$ cat config.mk
export PLATFORM = sky130hd
export DESIGN_NAME = cam_awb_ctrl
export DESIGN_NICKNAME = d
export VERILOG_FILES = /design/src/rtl/cam_awb_ctrl.sv
export SDC_FILE = /design/constraint.sdc
export NUM_CORES = 1
export LEC_CHECK = 0
export BUFFER_PORTS_ARGS = -buffer_cell sky130_fd_sc_hd__buf_2
export CORE_MARGIN = 2
export CORE_UTILIZATION = 64
export DETAILED_ROUTE_END_ITERATION = 12
export PLACE_DENSITY = 0.87
export SLEW_MARGIN = 40
export SYNTH_ARGS = -nofsm -noshare
export SYNTH_HDL_FRONTEND = slang
export SYNTH_SLANG_ARGS = --single-unit
$ cat constraint.sdc
create_clock -name i_pclk -period 5.63 [get_ports i_pclk]
set_clock_uncertainty 0.15 [all_clocks]
set_input_delay 0.563 -clock i_pclk [delete_from_list [all_inputs] [get_ports i_pclk]]
set_output_delay 0.563 -clock i_pclk [all_outputs]
set_load 0.02 [all_outputs]
$ cat src/rtl/cam_awb_ctrl.sv
`default_nettype none
// =============================================================================
// cam_awb_ctrl : per-frame Bayer R/G/B accumulation and one-code-per-frame
//                red/blue gain stepping toward grey balance (4PPC stream)
// Revision     : 1.0
// =============================================================================
module cam_awb_ctrl #(
  parameter int P_DEPTH     = 10,
  parameter int PW          = P_DEPTH*4,
  parameter int FRAME_WIDTH = 640,
  parameter int ACC_W       = 28,
  parameter int DB_SHIFT    = 4
) (
  input  logic          i_pclk,
  input  logic          i_arstn,
  input  logic          i_vs,
  input  logic          i_valid,
  input  logic [PW-1:0] i_data,
  input  logic          i_awb_en,
  input  logic [2:0]    i_man_red_gain,
  input  logic [2:0]    i_man_blue_gain,
  input  logic [2:0]    i_green_gain,
  output logic [2:0]    o_red_gain,
  output logic [2:0]    o_green_gain,
  output logic [2:0]    o_blue_gain,
  output logic          o_frame_done,
  output logic          o_locked
);

  localparam int              BEATS   = FRAME_WIDTH/4;
  localparam int              CNT_W   = (BEATS > 1) ? $clog2(BEATS) : 1;
  localparam logic [CNT_W-1:0] C_LAST = CNT_W'(BEATS-1);
  localparam logic [2:0]      C_UNITY = 3'b100;

  typedef enum logic [1:0] {
    S_IDLE   = 2'd0,
    S_ACCUM  = 2'd1,
    S_CALC   = 2'd2,
    S_UPDATE = 2'd3
  } state_t;

  state_t             state_q, state_d;
  logic               vs_q;
  logic [CNT_W-1:0]   cnt_q, cnt_d;
  logic               par_q, par_d;
  logic [ACC_W-1:0]   acc_r_q, acc_g_q, acc_b_q;
  logic [ACC_W-1:0]   acc_r_d, acc_g_d, acc_b_d;
  logic [ACC_W-1:0]   snap_r_q, snap_g_q, snap_b_q;
  logic [ACC_W-1:0]   lo_q, hi_q;
  logic [2:0]         red_q, red_d, blue_q, blue_d, green_q;
  logic               done_q, done_d, locked_q, locked_d;

  logic               w_vs_fall;
  logic               w_par_eff;
  logic [CNT_W-1:0]   w_cnt_base;
  logic [P_DEPTH-1:0] w_pix0, w_pix1, w_pix2, w_pix3;
  logic [P_DEPTH:0]   w_pair_hi, w_pair_lo;
  logic [ACC_W-1:0]   w_base_r, w_base_g, w_base_b;
  logic [ACC_W-1:0]   w_gn, w_db;
  logic               w_r_in, w_b_in;

  function automatic logic [ACC_W-1:0] sat_add(input logic [ACC_W-1:0] a,
                                                input logic [P_DEPTH:0]   b);
    logic [ACC_W:0] s;
    s = {1'b0, a} + {{(ACC_W-P_DEPTH){1'b0}}, b};
    return s[ACC_W] ? {ACC_W{1'b1}} : s[ACC_W-1:0];
  endfunction

  function automatic logic [2:0] step_code(input logic [2:0]       code,
                                           input logic [ACC_W-1:0] x,
                                           input logic [ACC_W-1:0] lo,
                                           input logic [ACC_W-1:0] hi);
    logic [2:0] c;
    c = code;
    if (x < lo && code != 3'd7)
      c = code + 3'd1;
    else if (x > hi && code != 3'd0)
      c = code - 3'd1;
    return c;
  endfunction

  assign w_vs_fall = vs_q & ~i_vs;
  assign w_pix0    = i_data[0*P_DEPTH +: P_DEPTH];
  assign w_pix1    = i_data[1*P_DEPTH +: P_DEPTH];
  assign w_pix2    = i_data[2*P_DEPTH +: P_DEPTH];
  assign w_pix3    = i_data[3*P_DEPTH +: P_DEPTH];
  assign w_pair_hi = {1'b0, w_pix3} + {1'b0, w_pix1};
  assign w_pair_lo = {1'b0, w_pix2} + {1'b0, w_pix0};

  // A beat coincident with the vs fall belongs to the new frame (line 0, parity 0).
  assign w_cnt_base = w_vs_fall ? '0 : cnt_q;
  assign w_par_eff  = w_vs_fall ? 1'b0 : par_q;

  always_comb begin
    cnt_d = w_cnt_base;
    par_d = w_par_eff;
    if (i_valid) begin
      if (w_cnt_base == C_LAST) begin
        cnt_d = '0;
        par_d = ~w_par_eff;
      end else begin
        cnt_d = w_cnt_base + CNT_W'(1);
      end
    end
  end

  always_comb begin
    w_base_r = acc_r_q;
    w_base_g = acc_g_q;
    w_base_b = acc_b_q;
    if (state_q == S_ACCUM && w_vs_fall) begin
      w_base_r = '0;
      w_base_g = '0;
      w_base_b = '0;
    end
    acc_r_d = w_base_r;
    acc_g_d = w_base_g;
    acc_b_d = w_base_b;
    if (state_q == S_IDLE) begin
      acc_r_d = '0;
      acc_g_d = '0;
      acc_b_d = '0;
    end else if (i_valid) begin
      if (!w_par_eff) begin
        acc_r_d = sat_add(w_base_r, w_pair_lo);
        acc_g_d = sat_add(w_base_g, w_pair_hi);
      end else begin
        acc_b_d = sat_add(w_base_b, w_pair_hi);
        acc_g_d = sat_add(w_base_g, w_pair_lo);
      end
    end
  end

  always_comb begin
    state_d = state_q;
    case (state_q)
      S_IDLE:   if (w_vs_fall) state_d = S_ACCUM;
      S_ACCUM:  if (w_vs_fall) state_d = S_CALC;
      S_CALC:   state_d = S_UPDATE;
      S_UPDATE: state_d = S_ACCUM;
      default:  state_d = S_IDLE;
    endcase
  end

  // G sum covers twice as many pixels as R or B, so halve it before comparing.
  assign w_gn   = snap_g_q >> 1;
  assign w_db   = w_gn >> DB_SHIFT;
  assign w_r_in = (snap_r_q >= lo_q) && (snap_r_q <= hi_q);
  assign w_b_in = (snap_b_q >= lo_q) && (snap_b_q <= hi_q);

  always_comb begin
    red_d    = red_q;
    blue_d   = blue_q;
    done_d   = 1'b0;
    locked_d = locked_q;
    if (!i_awb_en) begin
      red_d    = i_man_red_gain;
      blue_d   = i_man_blue_gain;
      locked_d = 1'b0;
    end
    if (state_q == S_UPDATE) begin
      done_d = 1'b1;
      if (i_awb_en) begin
        red_d    = step_code(red_q,  snap_r_q, lo_q, hi_q);
        blue_d   = step_code(blue_q, snap_b_q, lo_q, hi_q);
        locked_d = w_r_in & w_b_in;
      end
    end
  end

  always_ff @(posedge i_pclk) begin
    if (!i_arstn) begin
      state_q  <= S_IDLE;
      vs_q     <= 1'b0;
      cnt_q    <= '0;
      par_q    <= 1'b0;
      acc_r_q  <= '0;
      acc_g_q  <= '0;
      acc_b_q  <= '0;
      snap_r_q <= '0;
      snap_g_q <= '0;
      snap_b_q <= '0;
      lo_q     <= '0;
      hi_q     <= '0;
      red_q    <= C_UNITY;
      blue_q   <= C_UNITY;
      green_q  <= C_UNITY;
      done_q   <= 1'b0;
      locked_q <= 1'b0;
    end else begin
      state_q  <= state_d;
      vs_q     <= i_vs;
      cnt_q    <= cnt_d;
      par_q    <= par_d;
      acc_r_q  <= acc_r_d;
      acc_g_q  <= acc_g_d;
      acc_b_q  <= acc_b_d;
      if (state_q == S_ACCUM && w_vs_fall) begin
        snap_r_q <= acc_r_q;
        snap_g_q <= acc_g_q;
        snap_b_q <= acc_b_q;
      end
      if (state_q == S_CALC) begin
        lo_q <= w_gn - w_db;
        hi_q <= w_gn + w_db;
      end
      red_q    <= red_d;
      blue_q   <= blue_d;
      green_q  <= i_green_gain;
      done_q   <= done_d;
      locked_q <= locked_d;
    end
  end

  assign o_red_gain   = red_q;
  assign o_green_gain = green_q;
  assign o_blue_gain  = blue_q;
  assign o_frame_done = done_q;
  assign o_locked     = locked_q;

endmodule
`default_nettype wire

==> impl_metrics.env, run 1 <==
export IMPL_ys_ff_latch=245
export IMPL_min_path_type="input port to flip-flop"
export IMPL_placed_cell_area_sq_mm=0.0186
export IMPL_hp_start="i_green_gain[2]"
export IMPL_path_max_fanout=49
export IMPL_max_stage_delay_ns=0.56
export IMPL_synth_compound_area_share_pct=22.8
export IMPL_wl_per_cell_um=19.2
export IMPL_setup_viol=0
export IMPL_hpwlAfterDp_mm=38.9
export IMPL_synthMuxAreaShare_pct=0.903
export IMPL_crit_chain="inv_1, ha_1, nand3b_1, buf_12, and2_1, ha_1, inv_1, fa_1, nor2b_1, o31ai_1, a21oi_1, maj3_2, a31oi_1, o21a_2, nor2_2, o21ai_0, o2bb2ai_1, a21oi_1"
export IMPL_cts_buffer_depth=3
export IMPL_htreeDepth=1
export IMPL_grt_pass1_wl_mm=83.3
export IMPL_max_slew_worst_pin_slew_ns=0.802
export IMPL_holdPathStages=2
export IMPL_diodes=0
export IMPL_fin_nets=2618
export IMPL_synth_simple_area_share_pct=21.0
export IMPL_drt_first_pass_iters=8
export IMPL_reg2reg_to="acc_g_q[6]"
export IMPL_r2r_cells=18
export IMPL_synth_top_family_by_area="compound AO/OA/AOI/OAI gates"
export IMPL_cts_hold_buf=0
export IMPL_grt_ovfl_total=0
export IMPL_clk_pin_slew_ns=0.07
export IMPL_yosysSeqAreaShare_pct=27.0
export IMPL_synthAdderAreaFrac_pct=16.7
export IMPL_syn_nets=2612
export IMPL_hold_viol=0
export IMPL_stdcell_count=2732
export IMPL_relSlewSlack_pct=46.5
export IMPL_clock_root_buffer="clkbuf_16"
export IMPL_endpoint_kind="flip-flop"
export IMPL_die_w_um=172
export IMPL_grt_usage_pct=35.1
export IMPL_async_flop_share_pct=0
export IMPL_die_area_sq_mm=0.0297
export IMPL_crit_slowest_cell="nor2_2"
export IMPL_fin_util_pct=70.4
export IMPL_p_leak_nw=7.94
export IMPL_cp_data_required_time_ns=5.97
export IMPL_ios=65
export IMPL_report_final_slew_viol_count=0
export IMPL_rsz0062_at_grt="false"
export IMPL_rr_startpoint="state_q[1]"
export IMPL_drive_above_1_share_pct=7.48
export IMPL_synth_enable_flop_cells=0
export IMPL_dpl_cell_count=2681
export IMPL_drt_iter0_drc=1676
export IMPL_post_cts_setup_buffers=0
export IMPL_synth_xor_area_share_pct=6.31
export IMPL_min_to="o_green_gain[2]"
export IMPL_routed_wl_mm=52.3
export IMPL_fin_area_sq_mm=0.0196
export IMPL_timing_final_crit_period_ns=4.77
export IMPL_drc=0
export IMPL_port_buffers=64
export IMPL_synth_area_sq_mm=0.0181
export IMPL_fp_row_count=61
export IMPL_drv_cap=0
export IMPL_grt_max_degree=87
export IMPL_syn_to_final_growth_pct=8.09
export IMPL_tns_ns=0
export IMPL_p_per_area_mw_per_mm2=284
export IMPL_core_area_sq_mm=0.0279
export IMPL_path_class="flip-flop to flip-flop"
export IMPL_fmax_mhz=210
export IMPL_grt_pass1_vias=16300
export IMPL_ctsResizeCount=0
export IMPL_ys_types=101
export IMPL_synth_ff_type="dfxtp_1"
export IMPL_outcome="finished, final reports clean"
export IMPL_synth_avg_cell_area_sq_um=7.79
export IMPL_worstSkewPairLatency_ns=0.56
export IMPL_total_power_mw=5.57
export IMPL_cts_sinks=245
export IMPL_syn_inst=2328
export IMPL_die_height_um=172
export IMPL_antenna_found_initial=0
export IMPL_vias=17400
export IMPL_max_vdd_ir_drop_mv=0.205
export IMPL_arrival_ns=5.11
export IMPL_final_common_cell="nand2_1"
export IMPL_cts_tree="yes"
export IMPL_fin_crit_sh_pct=84.6
export IMPL_start_util_pct=65.1
export IMPL_routabilityCongestion=0.967
export IMPL_startpoint_type="flip-flop"
export IMPL_fillers=2196
export IMPL_ant_nets=0
export IMPL_final_cell_mix="nand2_1 (312), dfxtp_1 (245), a21oi_1 (220), ha_1 (219), nor2_1 (183)"
export IMPL_viasPerCell=6.37
export IMPL_reg2reg_slack_ns=0.86
export IMPL_cts_buffers=29
export IMPL_synth_warnings=0
==> critical path: cells and delay by family (launching register included) <==
family | cells | cell delay, ns
AOI/OAI and AO/OA | 7 | 1.32
and+or+nand+nor | 4 | 1.28
adders and majority gates | 4 | 1.13
DFF | 1 | 0.36
buffers and inverters | 3 | 0.43
==> per-stage QoR <==
stage	hold slack, ns	setup slack [ns]
floorplan	0.277	1.03
global placement	0.289	0.877
detailed placement	0.297	0.781
CTS	0.0310	0.940
global route	0.0377	0.564
finish	0.0369	0.864
==> power breakdown <==
part | internal [mW] | leakage, nW | switching, mW
logic | 0.639 | 5.49 | 1.11
clock network | 1.17 | 0.472 | 0.769
registers | 1.82 | 1.98 | 0.0633
total | 3.63 | 7.94 | 1.94
==> logic make-up after synthesis <==
logic type               Yosys count
AO/OA/AOI/OAI                    653
buffers and inverters            236
XOR/XNOR                         129
flip-flops                       245
multiplexers                      16
AND/OR/NAND/NOR                  812
adder cells (fa/ha/maj)          237
==> sequential cells by signal, indices dropped and copies added (netlist names), named ones only <==
register,count
o_locked,1
snap_r_q,28
snap_g_q,27
acc_r_q,28
par_q,1
snap_b_q,28
cnt_q,8
vs_q,1
acc_g_q,28
o_red_gain,2
acc_b_q,28
o_frame_done,1
o_blue_gain,2
o_green_gain,3
lo_q,28
state_q,2
hi_q,27
==> synthesized netlist by cell type, types with 21 or more instances <==
cell type    n  area share (%)
and3_1      25            0.86
clkbuf_1    83             1.7
a21oi_1    220             6.1
inv_1      132             2.7
nor2b_1     24            0.83
dfxtp_1    245              27
nand2b_1    21            0.72
xnor2_1     95             4.6
nand4_1     44             1.5
nor3_1      47             1.3
a21o_1      54             2.2
o21a_1      23            0.95
xor2_1      32             1.5
a31oi_1     27            0.93
nor2_1     184             3.8
ha_1       220              15
o21ai_0    144             4.0
nand3_1     42             1.2
nand2_1    312             6.5
and2_1      44             1.5
a211oi_1    40             1.7
==> worst max path at each step <==
| stage | from | endpoint | slack [ns] | cells after the start |
|---|---|---|---|---|
| 2_1_floorplan | state_q[1] | acc_g_q[12] | 1.03 | 22 |
| 3_3_place_gp | i_data[0] | acc_g_q[26] | 0.88 | 16 |
| 3_5_place_dp | i_data[0] | acc_g_q[26] | 0.78 | 16 |
| 4_1_cts | state_q[1] | acc_g_q[6] | 0.94 | 18 |
| 5_1_grt | state_q[1] | acc_g_q[6] | 0.56 | 18 |
| 6_report | state_q[1] | acc_g_q[6] | 0.86 | 18 |
==> layer usage <==
metal	track usage [%]	up-vias	share of wire, %
met2	58.3	805	46
met3	4.94	154	8.4
met4	13.0	0	3.6
met1	46.3	8153	42
li1	-	8289	-
met5	0	-	0
==> final cells by class <==
| cell class | count | area [sq um] | area share [%] |
|---|---|---|---|
| inverters | 133 | 502 | 2.56 |
| clock inverters | 14 | 188 | 0.957 |
| clock buffers | 37 | 786 | 4.01 |
| multi-input cells | 1847 | 12300 | 62.8 |
| flip-flops and latches | 245 | 4900 | 25.0 |
| repair buffers | 78 | 449 | 2.29 |
| well taps | 378 | 473 | 2.41 |
Note: power is estimated with default switching activity, not from simulation.
==> run 2, diff against run 1 <==
- clock period: 5.63 -> 4.5 ns (I/O delays scaled with it)
==> impl_metrics.env, run 2 (synthesized netlist as in run 1, its figures left out) <==
export IMPL_holdPathStages=3
export IMPL_vias=17600
export IMPL_timing_final_crit_period_ns=4.28
export IMPL_drive_above_1_share_pct=9.00
export IMPL_p_leak_nw=8.09
export IMPL_relSlewSlack_pct=44.8
export IMPL_htreeDepth=1
export IMPL_fp_row_count=61
export IMPL_core_area_sq_mm=0.0279
export IMPL_cp_data_required_time_ns=4.75
export IMPL_drc=0
export IMPL_grt_max_degree=87
export IMPL_cts_buffers=27
export IMPL_r2r_cells=18
export IMPL_hold_viol=0
export IMPL_cts_tree="yes"
export IMPL_clock_root_buffer="clkbuf_16"
export IMPL_die_w_um=172
export IMPL_arrival_ns=4.53
export IMPL_fillers=2202
export IMPL_drt_first_pass_iters=5
export IMPL_syn_to_final_growth_pct=9.56
export IMPL_diodes=0
export IMPL_total_power_mw=6.88
export IMPL_clk_pin_slew_ns=0.06
export IMPL_path_max_fanout=19
export IMPL_die_height_um=172
export IMPL_tns_ns=0
export IMPL_max_slew_worst_pin_slew_ns=0.826
export IMPL_grt_pass1_wl_mm=83.3
export IMPL_grt_usage_pct=35.0
export IMPL_fin_nets=2655
export IMPL_max_vdd_ir_drop_mv=0.269
export IMPL_setup_viol=0
export IMPL_drv_cap=0
export IMPL_path_class="flip-flop to flip-flop"
export IMPL_p_per_area_mw_per_mm2=346
export IMPL_antenna_found_initial=0
export IMPL_routed_wl_mm=53.0
export IMPL_endpoint_kind="flip-flop"
export IMPL_outcome="finished, final reports clean"
export IMPL_viasPerCell=6.37
export IMPL_ant_nets=0
export IMPL_ios=65
export IMPL_cts_sinks=245
export IMPL_final_common_cell="nand2_1"
export IMPL_hpwlAfterDp_mm=39.9
export IMPL_fmax_mhz=234
export IMPL_wl_per_cell_um=19.1
export IMPL_drt_iter0_drc=1724
export IMPL_routabilityCongestion=1.03
export IMPL_cts_buffer_depth=3
export IMPL_grt_ovfl_total=0
export IMPL_startpoint_type="flip-flop"
export IMPL_start_util_pct=65.1
export IMPL_worstSkewPairLatency_ns=0.55
export IMPL_min_path_type="input port to flip-flop"
export IMPL_fin_crit_sh_pct=95.1
export IMPL_report_final_slew_viol_count=0
export IMPL_port_buffers=64
export IMPL_die_area_sq_mm=0.0297
export IMPL_rsz0062_at_grt="false"
export IMPL_grt_pass1_vias=16500
export IMPL_final_cell_mix="nand2_1 (312), dfxtp_1 (245), a21oi_1 (220), ha_1 (217), nor2_1 (182)"
## run 2: changes by cell type in the layout (fill, tap and decap cells not counted), moves of 2 or more
cell and change:
buf_12 +2, clkinvlp_4 +3, dlygate4sd3_1 +4, clkbuf_16 -2
ha_1 -2, clkbuf_1 -2, buf_4 +33
## run 2: routing by layer
layer	vias up	routed length (um)	GRT usage, %
met3	163	5160	6.16
li1	8335	-	-
met4	0	1950	12.7
met2	974	24000	57.7
met5	-	0	0
met1	8155	21800	45.8
## run 2: metrics by stage
step / util, % / setup WS (ns) / std cells / hold slack, ns / area [sq um]
final: 71.4 / 0.220 / 2768 / 0.0689 / 19900
after global routing: 71.4 / 0.00930 / 2768 / 0.0961 / 19900
after CTS: 71.0 / 0.242 / 2763 / 0.0695 / 19800
after detailed placement: 67.7 / 0.00449 / 2711 / 0.299 / 18900
after global placement: 67.7 / 0.159 / 2711 / 0.297 / 18900
after floorplan: - / 0.0827 / 2328 / 0.277 / 18100
## run 2: worst max-delay path: stages (launching register included)
cell	delay [ns]
dfxtp_1	0.36
inv_1	0.10
ha_2	0.21
nand3b_1	0.13
buf_12	0.19
and2_1	0.17
ha_1	0.20
inv_1	0.06
fa_1	0.41
nor2b_2	0.16
o31ai_1	0.10
a21oi_1	0.23
o22ai_2	0.14
maj3_2	0.33
maj3_2	0.36
o21a_4	0.26
nor4_4	0.27
xnor2_1	0.19
o21ai_2	0.09
## run 2: report_power, final
part / internal (mW) / switching, mW
sequential: 2.28 / 0.0760
combinational: 0.847 / 1.44
clock: 1.31 / 0.935
## run 2: final cells by class
| cell class | count | area (sq um) | share of cell area [%] |
|---|---|---|---|
| multi-input combinational | 1847 | 12300 | 62.1 |
| sequential | 245 | 4900 | 24.7 |
| timing repair buffer | 117 | 777 | 3.91 |
| clock buffer | 32 | 714 | 3.59 |
| inverter | 133 | 502 | 2.52 |
| tap | 378 | 473 | 2.38 |
| clock inverter | 16 | 174 | 0.875 |
## run 2: path summary, 6_finish.rpt
| kind | start | to | slack [ns] |
|---|---|---|---|
| max | state_q[1] | acc_r_q[20] | 0.22 |
| min | i_awb_en | o_locked | 0.07 |
| max reg2reg | state_q[1] | acc_r_q[20] | 0.22 |
| min reg2reg | snap_b_q[0] | snap_b_q[0] | 0.31 |
## run 2: what timing repair did
| item | 4_1_cts | 5_1_grt |
|---|---|---|
| setup buffers | 0 | 5 |
| setup endpoints to repair | 0 | 14 |
| gates resized for setup | 0 | 5 |
| hold buffers | 4 | 0 |
| hold endpoints to repair | 4 | 0 |
